--- src/rtl/key_token_fifo.sv ---
// Turns each debounced keypad press into exactly one 4-bit token and buffers
// the tokens in a first-word-fall-through FIFO for the calculator core.
module key_token_fifo #(
  parameter int STABLE_CYCLES  = 2_000_000,
  parameter int RELEASE_CYCLES = 500_000,
  parameter int DEPTH          = 8,
  parameter int AW             = 3
) (
  input  logic          clk,
  input  logic          rst_n,
  input  logic [3:0]    DecodeOut,
  input  logic          DecoderState,
  input  logic [3:0]    Row,
  output logic [3:0]    token_out,
  output logic          token_is_op,
  output logic          token_valid,
  input  logic          token_ready,
  output logic [AW:0]   fifo_count,
  output logic          overflow,
  output logic [1:0]    fsm_state
);

  localparam int SW = (STABLE_CYCLES > 2) ? $clog2(STABLE_CYCLES) : 1;
  localparam int RW = $clog2(RELEASE_CYCLES + 1);
  localparam logic [SW-1:0] STAB_LAST = SW'(STABLE_CYCLES - 1);
  localparam logic [RW-1:0] REL_MAX   = RW'(RELEASE_CYCLES);

  typedef enum logic [1:0] {
    ARMED   = 2'd0,
    QUALIFY = 2'd1,
    HELD    = 2'd2
  } state_t;

  state_t        state;
  logic [3:0]    candidate;
  logic [SW-1:0] stab_cnt;
  logic [RW-1:0] rel_cnt;
  logic [3:0]    mem [DEPTH];
  logic [AW:0]   wr_ptr;
  logic [AW:0]   rd_ptr;

  logic press;
  logic released;
  logic push_req;
  logic push_ok;
  logic pop;
  logic full;

  assign press    = (Row != 4'hF);
  assign released = (rel_cnt == REL_MAX);

  // Release wins over acceptance: a key that is already let go never qualifies.
  assign push_req = (state == QUALIFY) && !released &&
                    (DecodeOut == candidate) && (stab_cnt == STAB_LAST);

  // Handshake: a token transfers on any cycle where token_valid && token_ready;
  // token_valid depends only on stored pointers, never on token_ready.
  assign pop     = token_valid && token_ready;
  assign full    = (wr_ptr[AW] != rd_ptr[AW]) &&
                   (wr_ptr[AW-1:0] == rd_ptr[AW-1:0]);
  assign push_ok = push_req && (!full || pop);

  always_ff @(posedge clk or negedge rst_n) begin
    if (!rst_n) begin
      rel_cnt <= '0;
    end else if (press) begin
      rel_cnt <= '0;
    end else if (!released) begin
      rel_cnt <= rel_cnt + 1'b1;
    end
  end

  always_ff @(posedge clk or negedge rst_n) begin
    if (!rst_n) begin
      state     <= ARMED;
      candidate <= '0;
      stab_cnt  <= '0;
    end else begin
      case (state)
        ARMED: begin
          if (press && DecoderState) begin
            state     <= QUALIFY;
            candidate <= DecodeOut;
            stab_cnt  <= '0;
          end
        end
        QUALIFY: begin
          if (released) begin
            state <= ARMED;
          end else if (DecodeOut != candidate) begin
            candidate <= DecodeOut;
            stab_cnt  <= '0;
          end else if (stab_cnt == STAB_LAST) begin
            state <= HELD;
          end else begin
            stab_cnt <= stab_cnt + 1'b1;
          end
        end
        HELD: begin
          if (released) begin
            state <= ARMED;
          end
        end
        default: state <= ARMED;
      endcase
    end
  end

  always_ff @(posedge clk or negedge rst_n) begin
    if (!rst_n) begin
      for (int i = 0; i < DEPTH; i++) begin
        mem[i] <= '0;
      end
      wr_ptr   <= '0;
      rd_ptr   <= '0;
      overflow <= 1'b0;
    end else begin
      if (push_ok) begin
        mem[wr_ptr[AW-1:0]] <= candidate;
        wr_ptr              <= wr_ptr + 1'b1;
      end
      if (pop) begin
        rd_ptr <= rd_ptr + 1'b1;
      end
      if (push_req && !push_ok) begin
        overflow <= 1'b1;
      end
    end
  end

  assign token_out   = mem[rd_ptr[AW-1:0]];
  assign token_is_op = (token_out >= 4'hA);
  assign token_valid = (wr_ptr != rd_ptr);
  assign fifo_count  = wr_ptr - rd_ptr;
  assign fsm_state   = state;

endmodule

--- config.mk ---
export PLATFORM = sky130hd
export DESIGN_NAME = key_token_fifo
export DESIGN_NICKNAME = d
export VERILOG_FILES = /design/src/rtl/key_token_fifo.sv
export SDC_FILE = /design/constraint.sdc
export NUM_CORES = 1
export LEC_CHECK = 0
export CAP_MARGIN = 20
export CORE_MARGIN = 4
export CORE_UTILIZATION = 60
export DETAILED_ROUTE_END_ITERATION = 16
export HOLD_SLACK_MARGIN = 0.12
export PLACE_DENSITY = 0.81
export SETUP_SLACK_MARGIN = 0.3
export SYNTH_ARGS = -nofsm -noshare
export SYNTH_HDL_FRONTEND = slang
export SYNTH_SLANG_ARGS = --single-unit
export TNS_END_PERCENT = 30
--- constraint.sdc ---
create_clock -name clk -period 3.95 [get_ports clk]
set_input_delay 0.79 -clock clk [delete_from_list [all_inputs] [get_ports clk]]
set_output_delay 0.79 -clock clk [all_outputs]
set_load 0.005 [all_outputs]
Yosys cells after proc, flatten, opt, wreduce, memory -nomap -nowiden
Cells that the tools add are included.
Widths: inputs -> output; s select.
{"block": "classes", "n_bitwise": 2, "magnitude_cmp": 4, "muxes": 23, "multipliers": 0, "div": 0, "n_eq_ne": 18, "n_shift": 0, "reduce_logical": 18, "add_sub_neg": 5}
{"cell": "$mux 21", "count": 4}
{"cell": "$pmux 21 s2", "count": 1}
{"cell": "$mux 19", "count": 2}
{"cell": "$bwmux 32", "count": 1}
{"cell": "$mux 4", "count": 6}
{"cell": "$add 21x1->21 const B", "count": 1}
{"cell": "$eq 21x21->1 const B", "count": 1}
{"cell": "$add 19x1->19 const B", "count": 1}
{"cell": "$eq 19x19->1 const B", "count": 1}
{"cell": "$bmux 4 s3", "count": 1}
{"cell": "$demux 4 s3", "count": 1}
{"cell": "$ge 4x4->1 const B", "count": 3}
{"cell": "$reduce_and 4->1", "count": 3}
{"cell": "$mux 2", "count": 5}
{"cell": "$logic_and 1x1->1", "count": 9}
{"cell": "$add 4x1->4 const B", "count": 2}
{"cell": "$ne 2x2->1 const B", "count": 4}
{"cell": "$ne 4x4->1", "count": 2}
{"cell": "$not 3->4", "count": 2}
{"cell": "$pmux 4 s2", "count": 1}
{"cell": "$ne 3x3->1 const B", "count": 2}
{"cell": "$pmux 2 s3", "count": 1}
{"cell": "$eq 4x4->1", "count": 1}
{"cell": "$lt 4x1->1 const B", "count": 1}
{"cell": "12 further kinds", "count": 14}
{"block": "totals", "ramBits": 0, "inputBits": 12, "regBits": 87, "n_memories": 0, "latchBits": 0, "output_inout_bits": 13, "elab_cells": 85, "rom_bits": 0}

Longest topological paths before layout
{"block": "depth", "word_depth": 8, "depth_mapped": 9, "depth_no_buf": 7}

Worst setup path after synthesis
No wires, ideal clock.
{"block": "synth_timing", "path_type": "reg2reg", "startpoint": "register rd_ptr[1]", "endpoint": "register mem[16] in the netlist's numbering", "stages_incl_launch_ff": 10, "slack_ns": 1.544, "synth_period_minus_slack_ns": 2.406, "setup_ns": 0.125, "path_buffers": 2, "t_required_ns": 3.825, "arrival_ns": 2.281, "cell_sequence": "dfrtp_1 -> clkbuf_1 -> inv_1 -> ha_1 -> nand3_1 -> or3_1 -> buf_2 -> nor4b_2 -> nand3_4 -> mux2_2"}
{"block": "synth_via", "elab_chain_len": 5, "elab_cells_between_ends": 7, "cone_classes": "eq/ne (2); reduce/logical (5)"}
{"element": "from (decl)", "line_no": "40", "source": "logic [AW:0] rd_ptr;"}
{"element": "from (signal assigned)", "line_no": "123", "source": "rd_ptr <= rd_ptr + 1'b1;"}
{"element": "$eq 3x3->1", "line_no": "60", "source": "(wr_ptr[AW-1:0] == rd_ptr[AW-1:0]);"}
{"element": "$logic_and 1x1->1", "line_no": "59", "source": "assign full = (wr_ptr[AW] != rd_ptr[AW]) &&"}
{"element": "$logic_not 1->1", "line_no": "61", "source": "assign push_ok = push_req && (!full || pop);"}
{"element": "$logic_or 1x1->1 (*)", "line_no": "61"}
{"element": "$logic_and 1x1->1 (*)", "line_no": "61"}
{"element": "to (signal, indexed assignment)", "line_no": "119", "source": "mem[wr_ptr[AW-1:0]] <= candidate;"}
{"element": "to (decl)", "line_no": "38", "source": "logic [3:0] mem [DEPTH];"}
Every way passes the cells marked *; elsewhere a longest branch is shown, timed or not.
A chain may end at the register's enable or synchronous reset.

Final worst setup path
{"block": "layout_timing", "startpoint": "register rd_ptr[1]", "endpoint": "output port fifo_count[3]"}
{"block": "layout_via", "elab_chain_len": 1}
{"element": "$sub 4x4->4", "line_no": "134", "source": "assign fifo_count = wr_ptr - rd_ptr;"}
{"element": "to (decl)", "line_no": "18", "source": "output logic [AW:0] fifo_count,"}
No other way between the ends.

==> run metrics <==
most frequent cell after synthesis=dfrtp_1; port bufs=24; worst skew pair latency=0.36 ns; CTS buffer count=9; Die Y=97.6 um; WP data arrival=2.58 ns; # diodes=0; CP required=3.16 ns; first-pass GRT wire length=17400 um; dpl ws=0.798 ns; number of remaining DRC errors=0; Cells after Synth=437; via count=3494; fmax=297 MHz; CTS tree=yes; Final min period=3.37 ns; Final Power=1940 uW; Max H-tree Level=3; Seq pwr share=51.6%; proportion of power drawn by combinational gates=16.7%; # setup viols final=0; fin nets=478; RSZ-0062 raised after global routing=no; number of synthesized register bits=87; pin count of the biggest net entering global routing=88; asr flop ratio synth=100%; clock tree buffer depth=2; Die ar.=0.00953 mm^2; final setup margin=0.578 ns; GRT Resource Usage Total=22.4%; sw frac=28.1%; die width=97.6 um; Final ANT Viol Nets=0; crit path launch type=flip-flop; clock sink count=87; Post-CTS Resized=0; critical path peak fanout=12; EDFF count, synth=0; DP HPWL=6960 um; Worst-Margin Slew=0.935 ns; share of layout cells above drive strength 1=18.0%; Clock Skew=0.0109 ns; Clock Root Buffer=clkbuf_8; final wirelength=10000 um; syn_area_per_cell=11.0 um^2; Slew Viols, Final=0; initial antenna violation count=0; Worst slew margin=37.1%; TritonRoute pass-1 iters=5; outcome=completed; Post-Syn Nets=458; Area growth syn-to-layout=10.9%; sw power=544 uW; average routed wire per standard cell=17.8 um; Vias/cell=6.20; Synth top area share=45.2%; kind of critical path=flip-flop to output port; initial drt markers=214; post-synth top area cell=dfrtp_1; placer congestion estimate=0.850; post-synth cell types=61; Core Rows=32; post-CTS setup buffer count=0; GR Overflow Total=0; max cap viols=0; I/O pin count=25; synthesized area=0.00482 mm^2; hold crit path type=input pin to asynchronous set/reset pin; final setup TNS=0 ns; Leakage=0.00227 uW; Worst setup EP type=output port; Synth Warn #=0; post-synthesis sequential area ratio=45.2%; Pint=1390 uW; Reg clk slew, reported paths=0.09 ns; Peak supply drop=0.216 mV; vias in the first global route=3595; Power Density=362 mW/mm^2; Post-synth top flop=dfrtp_1; core area=0.00777 mm^2; Initial Util=62.0%; final period utilization=85.4%; most instantiated cells after synthesis=dfrtp_1, nand2_1, nor2_1; clock power share=31.7%; hold buffers post-CTS=0; synth top area cells=dfrtp_1, mux2_2, mux2_4, mux4_2, xnor2_1; Final Hold Fails=0
-- critical path, stage by stage, from the launching register on --
cell and delay [ns]:
dfrtp_1 0.69, inv_1 0.15, ha_1 0.34, a21o_1 0.17, a21oi_1 0.19, xnor2_1 0.16, clkdlybuf4s50_1 0.53
-- layout by cell type, fill, tap and decap left out, drive strengths merged, types with 2 or more instances in the layout --
master and instances:
and4 5, clkdlybuf4s50 23, o211ai 5, clkinv 2
nor2 29, o2bb2ai 2, buf 6, xnor2 20
clkbuf 11, a21oi 13, nand4b 5, o21ai 14
nor3 9, nand3b 3, o21a 2, mux2i 5
mux4 8, mux2 37, dfrtp 87, ha 8
nand4 22, nand2 31, and4bb 3, nor4b 4
and2 7, a21o 2, xor2 9, o21bai 2
clkinvlp 2, and3 10, nand2b 5, nor4 5
or3 4, o31ai 2, o311ai 3, inv 19
nand3 25
-- per-stage QoR --
step | std cells | instance area [um^2] | utilization, % | hold slack [ns]
2_1_floorplan | 437 | 4820 | - | 0.456
3_3_place_gp | 546 | 5110 | 65.8 | 0.461
3_5_place_dp | 546 | 5110 | 65.8 | 0.478
4_1_cts | 562 | 5300 | 68.3 | 0.501
5_1_grt | 564 | 5340 | 68.8 | 0.266
6_report | 564 | 5340 | 68.8 | 0.275
-- cells by family (layout without fill, tap and decap cells) --
group | after synthesis | count (layout) | share of synthesized area [%]
simple gates | 171 | 171 | 22.2
flops | 87 | 87 | 45.2
mux | 50 | 50 | 14.4
fa+ha+maj | 9 | 9 | 2.49
xor+xnor | 29 | 29 | 5.27
buf+inv | 39 | 64 | 3.43
compound gates | 52 | 52 | 7.01
-- final timing paths --
path / startpoint / end / slack (ns) / cells past startpoint
min in group clk: overflow / overflow / 0.50 / 2
hold / removal: rst_n / rel_cnt[15] / 0.28 / 1
setup reg to reg: rd_ptr[1] / mem[7] / 1.15 / 7
setup / recovery: rd_ptr[1] / fifo_count[3] / 0.58 / 6
hold reg to reg: overflow / overflow / 0.50 / 2
max in group asynchronous: rst_n / mem[25] / 3.05 / 2
-- sequential cells by signal (all words and copies together) (netlist names) --
| name | cells |
|---|---|
| wr_ptr | 4 |
| mem | 32 |
| rd_ptr | 4 |
| stab_cnt | 21 |
| fsm_state | 2 |
| candidate | 4 |
| rel_cnt | 19 |
| overflow | 1 |
-- final cells by class --
type	instances	area, um^2
well taps	102	128
clock buffers	11	131
flip-flops and latches	87	2180
inverters	19	71.3
multi-input cells	311	2470
repair buffers	29	303
fillers	563	2420
clock inverters	5	58.8
-- layer usage --
metal / part of all wire (%) / vias up / track usage [%] / wire (um)
li1: - / 1628 / - / -
met1: 43 / 1755 / 28.7 / 4290
met2: 51 / 94 / 37.5 / 5060
met3: 4.9 / 17 / 5.74 / 488
met4: 1.7 / 0 / 6.60 / 171
met5: 0 / - / 0 / 0
-- power by group through the flow --
stage	sequential (uW)	combinational [uW]	clock, uW
4_1_cts	999	326	627
6_report	999	324	613
5_1_grt	1010	363	667
2_1_floorplan	948	239	0
3_5_place_dp	1020	325	0
3_3_place_gp	1020	309	0
Power figures use the tool's default switching activity.
